===== src/rtl/riscv_pkg.sv =====
// rtl/riscv_pkg.sv - shared pipeline types for the skid buffer stage
package riscv_pkg;

    typedef enum logic [1:0] {
        EMPTY = 2'b00,
        BUSY  = 2'b01,
        FULL  = 2'b10
    } skid_state_t;

    function automatic logic [1:0] skid_occupancy(input skid_state_t s);
        case (s)
            BUSY:    skid_occupancy = 2'd1;
            FULL:    skid_occupancy = 2'd2;
            default: skid_occupancy = 2'd0;
        endcase
    endfunction

endpackage


===== src/rtl/register.sv =====
// rtl/register.sv - clock-enabled data register with asynchronous clear
module register #(
    parameter int WIDTH = 32
) (
    input  logic             clk_i,
    input  logic             rst_i,
    input  logic             ce_i,
    input  logic [WIDTH-1:0] d_i,
    output logic [WIDTH-1:0] q_o
);

    always_ff @(posedge clk_i or posedge rst_i) begin
        if (rst_i) begin
            q_o <= '0;
        end else if (ce_i) begin
            q_o <= d_i;
        end
    end

endmodule


===== src/rtl/pipe_skid_buffer.sv =====
// rtl/pipe_skid_buffer.sv - two-entry valid/ready stage with registered in_ready_o
module pipe_skid_buffer
    import riscv_pkg::*;
#(
    parameter int DATA_WIDTH = 32
) (
    input  logic                  clk_i,
    input  logic                  rst_i,
    input  logic                  flush_i,
    input  logic                  in_valid_i,
    output logic                  in_ready_o,
    input  logic [DATA_WIDTH-1:0] in_data_i,
    output logic                  out_valid_o,
    input  logic                  out_ready_i,
    output logic [DATA_WIDTH-1:0] out_data_o,
    output logic [1:0]            occupancy_o
);

    skid_state_t           state_q;
    skid_state_t           state_d;
    logic                  in_fire;
    logic                  out_fire;
    logic                  main_ce;
    logic                  skid_ce;
    logic [DATA_WIDTH-1:0] main_d;
    logic [DATA_WIDTH-1:0] skid_q;

    // Handshake outputs come from state only, keeping out_ready_i off the in_ready_o path.
    assign out_valid_o = (state_q != EMPTY);
    assign in_ready_o  = (state_q != FULL);
    assign occupancy_o = skid_occupancy(state_q);

    assign in_fire  = in_valid_i & in_ready_o;
    assign out_fire = out_valid_o & out_ready_i;

    always_ff @(posedge clk_i or posedge rst_i) begin
        if (rst_i) begin
            state_q <= EMPTY;
        end else begin
            state_q <= state_d;
        end
    end

    always_comb begin
        state_d = state_q;
        main_ce = 1'b0;
        skid_ce = 1'b0;
        main_d  = in_data_i;
        if (flush_i) begin
            state_d = EMPTY;
        end else begin
            case (state_q)
                EMPTY: begin
                    if (in_fire) begin
                        main_ce = 1'b1;
                        state_d = BUSY;
                    end
                end
                BUSY: begin
                    if (in_fire && out_fire) begin
                        main_ce = 1'b1;
                    end else if (in_fire) begin
                        skid_ce = 1'b1;
                        state_d = FULL;
                    end else if (out_fire) begin
                        state_d = EMPTY;
                    end
                end
                FULL: begin
                    main_d = skid_q;
                    if (out_fire) begin
                        main_ce = 1'b1;
                        state_d = BUSY;
                    end
                end
                default: state_d = EMPTY;
            endcase
        end
    end

    register #(.WIDTH(DATA_WIDTH)) u_main (
        .clk_i (clk_i),
        .rst_i (rst_i),
        .ce_i  (main_ce),
        .d_i   (main_d),
        .q_o   (out_data_o)
    );

    register #(.WIDTH(DATA_WIDTH)) u_skid (
        .clk_i (clk_i),
        .rst_i (rst_i),
        .ce_i  (skid_ce),
        .d_i   (in_data_i),
        .q_o   (skid_q)
    );

endmodule

===== config.mk =====
export PLATFORM = sky130hd
export DESIGN_NAME = pipe_skid_buffer
export DESIGN_NICKNAME = d
export VERILOG_FILES = /design/src/rtl/riscv_pkg.sv /design/src/rtl/register.sv /design/src/rtl/pipe_skid_buffer.sv
export SDC_FILE = /design/constraint.sdc
export NUM_CORES = 1
export LEC_CHECK = 0
export BUFFER_PORTS_ARGS = -buffer_cell sky130_fd_sc_hd__buf_2
export CAP_MARGIN = 10
export CORE_MARGIN = 2
export CORE_UTILIZATION = 49
export DETAILED_ROUTE_END_ITERATION = 8
export PLACE_DENSITY = 0.85
export SLEW_MARGIN = 5
export SYNTH_ARGS = -nofsm -noshare
export SYNTH_HDL_FRONTEND = slang
export SYNTH_SLANG_ARGS = --single-unit

===== constraint.sdc =====
create_clock -name clk_i -period 1.9 [get_ports clk_i]
set_input_delay 0.19 -clock clk_i [delete_from_list [all_inputs] [get_ports clk_i]]
set_output_delay 0.19 -clock clk_i [all_outputs]
set_load 0.02 [all_outputs]

; ---- Word level (Yosys, flattened, before mapping)
; Index checks and enable logic that the tools add are counted.
[totals]
output_inout_bits = 36
latchBits = 0
ram_bits = 0
ff_bits = 66
rom_bits = 0
memories = 0
input_bits = 37
[op_classes]
order_cmp = 0
shifts = 0
bitwise_logic = 2
div_mod_pow = 0
n_mux = 18
n_reduce_logical = 4
n_eq_ne = 7
n_addsub = 0
mul = 0
[op_table]
columns = operator, n
row1 = $mux 32, 2
row2 = $mux 2, 6
row3 = $ne 3x3->1 const B, 3
row4 = $mux 1, 7
row5 = $pmux 2 s3, 1
row6 = $ne 4x4->1 const B, 1
row7 = $pmux 2 s2, 1
row8 = $reduce_and 4->1, 1
row9 = $pmux 1 s3, 1
row10 = $and 1x1->1, 2
row11 = $eq 2x1->1 const B, 1
row12 = $eq 2x2->1 const B, 1
row13 = $logic_not 2->1, 1
row14 = $ne 2x2->1 const B, 1
row15 = $reduce_bool 2->1, 1
row16 = $logic_and 1x1->1, 1

; ---- Logic depth before layout (Yosys ltp)
; Gate-level depths: netlist of the first run.
[depth]
depth_word = 7
mapped_depth = 6

; ---- By module
; Synthesis of the first run repeated with hierarchy kept, for this count alone.
[hier_totals]
hier_cells = 192
hier_area_um2 = 3393.3
[by_module_without_submodules]
columns = mod, instances, area_per_inst_um2, cells_per_inst, seq_area_each_um2
row1 = register, 2, 1348.8, 69, 800.8
row2 = pipe_skid_buffer, 1, 695.7, 54, 50.0

; ---- Worst setup path after synthesis of the first run
; No wires, ideal clock.
[synth_path]
path_type = reg2reg
startpoint = register state_q[0]
endpoint = register u_main.q_o[0]
arrival_time_ps = 1637
n_path_buf = 1
slack_ps = 138
path_stages_with_launch = 7
period_less_slack_ps = 1762
path_cell_list = dfrtp_1 -> nor2b_4 -> inv_4 -> nor2_8 -> buf_12 -> mux2_4 -> mux2_4
[synth_via]
elab_chain_cells = 6
[synth_lines]
columns = element, line_no
row1 = "start, declared", pipe_skid_buffer.sv:19  ; skid_state_t state_q;
row2 = "start signal, assigned", pipe_skid_buffer.sv:40  ; state_q <= state_d;
row3 = $ne 2x2->1 *, pipe_skid_buffer.sv:30  ; assign in_ready_o = (state_q != FULL);
row4 = net in_ready_o, pipe_skid_buffer.sv:11  ; output logic in_ready_o,
row5 = $and 1x1->1 *, pipe_skid_buffer.sv:33  ; assign in_fire = in_valid_i & in_ready_o;
row6 = $logic_and 1x1->1, pipe_skid_buffer.sv:60  ; if (in_fire && out_fire) begin
row7 = $mux 1, pipe_skid_buffer.sv:60
row8 = $pmux 1 s3 *, pipe_skid_buffer.sv:52  ; case (state_q)
row9 = $mux 1 *, pipe_skid_buffer.sv:49  ; if (flush_i) begin
row10 = "end signal, assigned", register.sv:16  ; q_o <= d_i;
row11 = "end, declared", register.sv:9  ; output logic [WIDTH-1:0] q_o
; Mark *: on every way through the listed nets, which the timed path passes. The rest lies on a longest branch.
; A chain may end at the register's enable or synchronous reset.

; ---- Worst setup path in the final report of the first run
[layout_path]
startpoint = register state_q[0]
endpoint = register u_main.q_o[17]
[layout_via]
elab_chain_cells = 6
[layout_lines]
columns = element, line_no
row1 = $ne 2x2->1 / $reduce_bool 2->1 (equally long branches), "pipe_skid_buffer.sv:30, pipe_skid_buffer.sv:29"
row2 = $and 1x1->1 (on tied branches), "pipe_skid_buffer.sv:33, pipe_skid_buffer.sv:34"
row3 = $logic_and 1x1->1, pipe_skid_buffer.sv:60
row4 = $mux 1, pipe_skid_buffer.sv:60
row5 = $pmux 1 s3, pipe_skid_buffer.sv:52
row6 = $mux 1, pipe_skid_buffer.sv:49
; Parallel ways exist; a longest one is shown, timed or not.

==> results of run 1 <==
## area by class of cell
cell class,count,area [um^2]
flip-flops and latches,66,1650
well taps,77,96.3
multi-input cells,112,1440
inverters,2,10.0
repair buffers,80,498
fillers,481,2470
clock inverters,3,40.0
clock buffers,13,139
## Yosys cell counts
| master | count | area, um^2 |
|---|---|---|
| a21oi_1 | 1 | 5.00 |
| a21oi_4 | 1 | 16.3 |
| and2b_1 | 1 | 7.51 |
| buf_12 | 3 | 60.1 |
| buf_4 | 3 | 22.5 |
| buf_6 | 3 | 33.8 |
| dfrtp_1 | 66 | 1650 |
| inv_1 | 1 | 3.75 |
| inv_4 | 1 | 6.26 |
| mux2_2 | 36 | 405 |
| mux2_4 | 60 | 901 |
| mux2i_1 | 1 | 10.0 |
| nand2b_1 | 1 | 6.26 |
| nand3_1 | 1 | 5.00 |
| nor2_1 | 3 | 11.3 |
| nor2_8 | 1 | 20.0 |
| nor2b_1 | 1 | 6.26 |
| nor2b_4 | 1 | 13.8 |
| nor3_1 | 1 | 5.00 |
| o21a_1 | 1 | 7.51 |
| o21ai_2 | 1 | 8.76 |
| or2_2 | 1 | 6.26 |
## routing by layer
metal / global-route usage / up-vias
met5: 0 / -
met4: 0.0866 / 0
met3: 0.0447 / 11
met2: 0.249 / 49
met1: 0.220 / 902
li1: - / 832
## worst register-to-register path: cells and delay by family (launching register included)
family / cells / cell delay [ps]
buffers and inverters: 2 / 260
DFF: 1 / 450
muxes: 2 / 570
and+or+nand+nor: 2 / 340
## logic make-up after synthesis
kind of cell	after synthesis	share of synthesized area
compound gates	4	0.0117
mux	97	0.410
simple gates	11	0.0253
flops	66	0.514
buf+inv	11	0.0393
## registers in the layout, indices dropped and copies added, names as in the netlist
signal,flops
state_q,2
u_main.q_o,32
u_skid.q_o,32
## layout by cell type, fill, tap and decap left out, drive strengths merged, types with 2 or more instances in the layout
cell type,instances
mux2,96
inv,2
nor2,4
clkbuf,13
dfrtp,66
nor2b,2
buf,79
clkinv,2
a21oi,2
## worst max path at each step
stage	slack, ps	cells after the start	to
after floorplan	60	1	state_q[0]
after global placement	190	5	u_main.q_o[3]
after detailed placement	140	6	u_main.q_o[12]
after CTS	130	6	u_main.q_o[17]
after global routing	80	6	u_main.q_o[17]
final	150	6	u_main.q_o[17]
## per-stage QoR
stage / util / worst slack (ps) / instances / hold slack (ps)
after CTS: 0.610 / 134 / 353 / 49.1
after floorplan: - / 55.2 / 189 / 256
after global placement: 0.580 / 187 / 336 / 223
final: 0.610 / 146 / 353 / 67.5
after detailed placement: 0.580 / 144 / 336 / 226
after global routing: 0.610 / 80.8 / 353 / 73.7
## where the power goes
| group | internal, mW | switching, mW | leakage (nW) | total, mW |
|---|---|---|---|---|
| clock | 0.604 | 0.509 | 0.0914 | 1.11 |
| combinational | 0.547 | 0.431 | 1.01 | 0.979 |
| sequential | 1.74 | 0.175 | 0.794 | 1.91 |
| total | 2.89 | 1.12 | 1.89 | 4.01 |
==> impl_metrics.ini, run 1 <==
[status]
status = complete, no violations

[final_layout]
num_antenna_cells = 0
area_delta_synth_final_pct = 20.6
nets = 308
final_area_um2 = 3870
drive_gt1_frac = 0.707

[critical_path]
rr_endpoint = u_main.q_o[17]
critPathSlowestCell = dfrtp_1
cp_max_fo = 16
cp_common_cell = mux2_4
cp-start-kind = register
endpoint_kind = register
critical_path_buf_inv_count = 2
cp-startpoint = state_q[0]
cp_cell_sequence = nor2b_4, inv_4, nor2_8, buf_12, mux2_4, mux2_4
r2r_cells = 6
crit_family = multiplexers
critPathKind = register to register
cp.required_ps = 2120
r2r-start = state_q[0]
crit_path_max_incr_delay_ps = 450
cp.arrival_ps = 1970
ff2ff_setup_slack_ps = 150

[grt]
antenna_found_initial = 0
grt_pass1_wl_um = 9210
grt_usage = 0.166
grt_pass1_vias = 1840
overflow = 0
grt_max_degree = 35

[drt]
met2_length_um = 2650
top_layer_used = met4
firstDrtPassIters = 4
via_count = 1794
via_per_inst = 5.08
met1Wirelength_um = 2470
route.detailed.wl_per_inst_um = 15.6
dr.first_iter.drc_count = 57
wl_met3_um = 276
drc = 0
wirelength_um = 5520
ant_nets = 0

[clock_network]
root_buffer = clkbuf_8
ctsResizeCount = 0
worst_skew_pair.late_latency_ps = 340
cts-buffers-inserted = 9
cts_tree = yes
cts_max_level = 3
post_cts_buffers = 0
clock-sinks = 66
clk_pin_slew_ps = 70
clockBufferDepth = 2
ctsHoldBuffers = 1

[synthesis]
synth_warnings = 0
ys_seq_area_frac = 0.514
synth_cell_type_count = 22
ys_ff_latch = 66
postSynthAreaPerCell_um2 = 17.0
netlist_area_um2 = 3210
syn_inst = 189
synth_fp_nets = 226

[worst_hold_path]
worstHoldStart = out_ready_i
worstHoldPathType = primary input to register
min_path_cells = 2
whs_endpoint = state_q[1]

[place]
placed_cell_area_um2 = 3690
gp_congestion = 0.737
dpl.hpwl_um = 3840
port_buffers = 72

[timing]
setup_viol = 0
fmax_mhz = 570
drv_slew = 0
setup_tns_ps = 0
tightest_slew_ps = 423
finalHoldViolCount = 0
min_period_ps = 1750
clock_skew_ps = 6.17
min_period_over_period = 0.923
maxSlewHeadroom = 0.718
rsz0062_at_grt = no

[floorplan]
ios = 73
start_util = 0.506
die_y_um = 85.0
core_area_um2 = 6350
dieArea_um2 = 7220
die_x_um = 85.0
fp-row-count = 29

[pwr]
power.leakage_nw = 1.89
p_per_area_nw_per_um2 = 1030
peakVddDrop_uv = 710
totalPowerFinal_mw = 4.01

[run]
max_cap_viol_count = 0
No activity file was read; power rests on OpenSTA's default activity.
==> inputs of run 2 (changes only) <==
- CORE_UTILIZATION: 49 -> 54
- PLACE_DENSITY: 0.85 -> 0.89
- REMOVE_ABC_BUFFERS: default -> 1
- SETUP_SLACK_MARGIN: default -> 0.5
- clock period: 1.9 -> 1.8 ns (I/O delays scaled with it)
==> impl_metrics.ini, run 2 (synthesis results as in run 1) <==
[clock_network]
clock-sinks = 66
cts_max_level = 3
cts-buffers-inserted = 9
clk_pin_slew_ps = 70
root_buffer = clkbuf_8
clockBufferDepth = 2
worst_skew_pair.late_latency_ps = 340
cts_tree = yes

[critical_path]
cp.arrival_ps = 1930
critPathKind = register to register
endpoint_kind = register
cp_max_fo = 16
critPathSlowestCell = dfrtp_1
cp-start-kind = register
cp_cell_sequence = nor2b_4, inv_4, nor2_8, buf_12, mux2_2, mux2_2
cp.required_ps = 2030
cp_common_cell = mux2_2
crit_path_max_incr_delay_ps = 390

[grt]
grt_pass1_vias = 1863
grt_usage = 0.190
antenna_found_initial = 0
overflow = 0
grt_max_degree = 67
grt_pass1_wl_um = 9250

[place]
gp_congestion = 0.672
numPlacedInstances = 334
port_buffers = 72
dpl.hpwl_um = 3640

[drt]
via_per_inst = 5.09
dr.first_iter.drc_count = 45
via_count = 1842
ant_nets = 0
route.detailed.wl_per_inst_um = 16.3
wirelength_um = 5920
drc = 0
firstDrtPassIters = 4

[status]
status = complete, no violations

[final_layout]
n_fill_cell = 392
final_common_cell = mux2_4
nets = 319
num_antenna_cells = 0
area_delta_synth_final_pct = 27.6
largestRegisters = u_main.q_o (32), u_skid.q_o (32), state_q (2)
instances_no_fill = 362
post-route-util = 0.701
mostFrequentLayoutCells = 69 x mux2_4, 68 x buf_2, 65 x dfrtp_1, 27 x mux2_2, 9 x clkbuf_8
drive_gt1_frac = 0.728

[pwr]
peakVddDrop_uv = 581
power.leakage_nw = 2.03
p_per_area_nw_per_um2 = 1050

[timing]
min_period_ps = 1700
setup_viol = 0
clock_skew_ps = 9.25
maxSlewHeadroom = 0.770
drv_slew = 0
min_period_over_period = 0.947
fmax_mhz = 587
whs_ps = 54.2
tightest_slew_ps = 345
finalHoldViolCount = 0
rsz0062_at_grt = yes

[floorplan]
die_x_um = 81.1
dieArea_um2 = 6580
core_area_um2 = 5850
die_y_um = 81.1
ios = 73
start_util = 0.549
fp-row-count = 28

[worst_hold_path]
worstHoldPathType = primary input to register

[run]
max_cap_viol_count = 0
[run 2: changes by cell type in the layout (fill, tap and decap cells not counted), sizes merged]
cell    previous run  this run
buf               79        88
clkbuf            13        15
[run 2: what timing repair did]
item,CTS,global route
gates cloned,1,2
setup buffers,6,2
hold endpoints to repair,66,0
hold buffers,1,0
resized for setup,25,5
setup endpoints to repair,68,68
[run 2: worst paths after layout]
path,from,end,slack (ps),cells after the start
min in group asynchronous,rst_i,u_skid.q_o[6],480,4
min reg2reg,u_main.q_o[16],u_main.q_o[16],510,1
min,out_ready_i,state_q[1],50,2
max reg2reg,state_q[1],u_main.q_o[3],100,6
max,state_q[1],u_main.q_o[3],100,6
max in group asynchronous,rst_i,state_q[0],1030,4
[run 2: routing by layer]
metal / GRT usage / share of wire
met1: 0.252 / 0.45
met2: 0.288 / 0.48
met3: 0.0511 / 0.050
met4: 0.0966 / 0.018
met5: 0 / 0
[run 2: report_power, final]
part	switching, mW	internal [mW]
registers	0.190	1.84
logic	0.474	0.637
clock network	0.537	0.638
total	1.20	3.11
[run 2: cell type report]
type	count	area, um^2	area share
clock inverter	3	40.0	0.00977
multi-input combinational	112	1490	0.363
sequential	66	1650	0.403
inverter	2	10.0	0.00244
clock buffer	13	139	0.0339
tap	75	93.8	0.0229
timing repair buffer	91	677	0.165
[run 2: stage by stage]
stage                     power (mW)  TNS (ps)  area [um^2]  setup WS (ps)
after floorplan                 2.75    -21980         3100           -430
after global placement          3.03         0         3670            100
after detailed placement        3.09         0         3670           37.0
after CTS                       4.33         0         4020           67.6
after global routing            4.55         0         4100           20.2
final                           4.31         0         4100           95.8
[run 2: worst max-delay path: cells and delay by family, from the launching register on]
| family | cells | cell delay [ps] |
|---|---|---|
| buf+inv | 2 | 250 |
| simple gates | 2 | 340 |
| flops | 1 | 390 |
| mux | 2 | 600 |
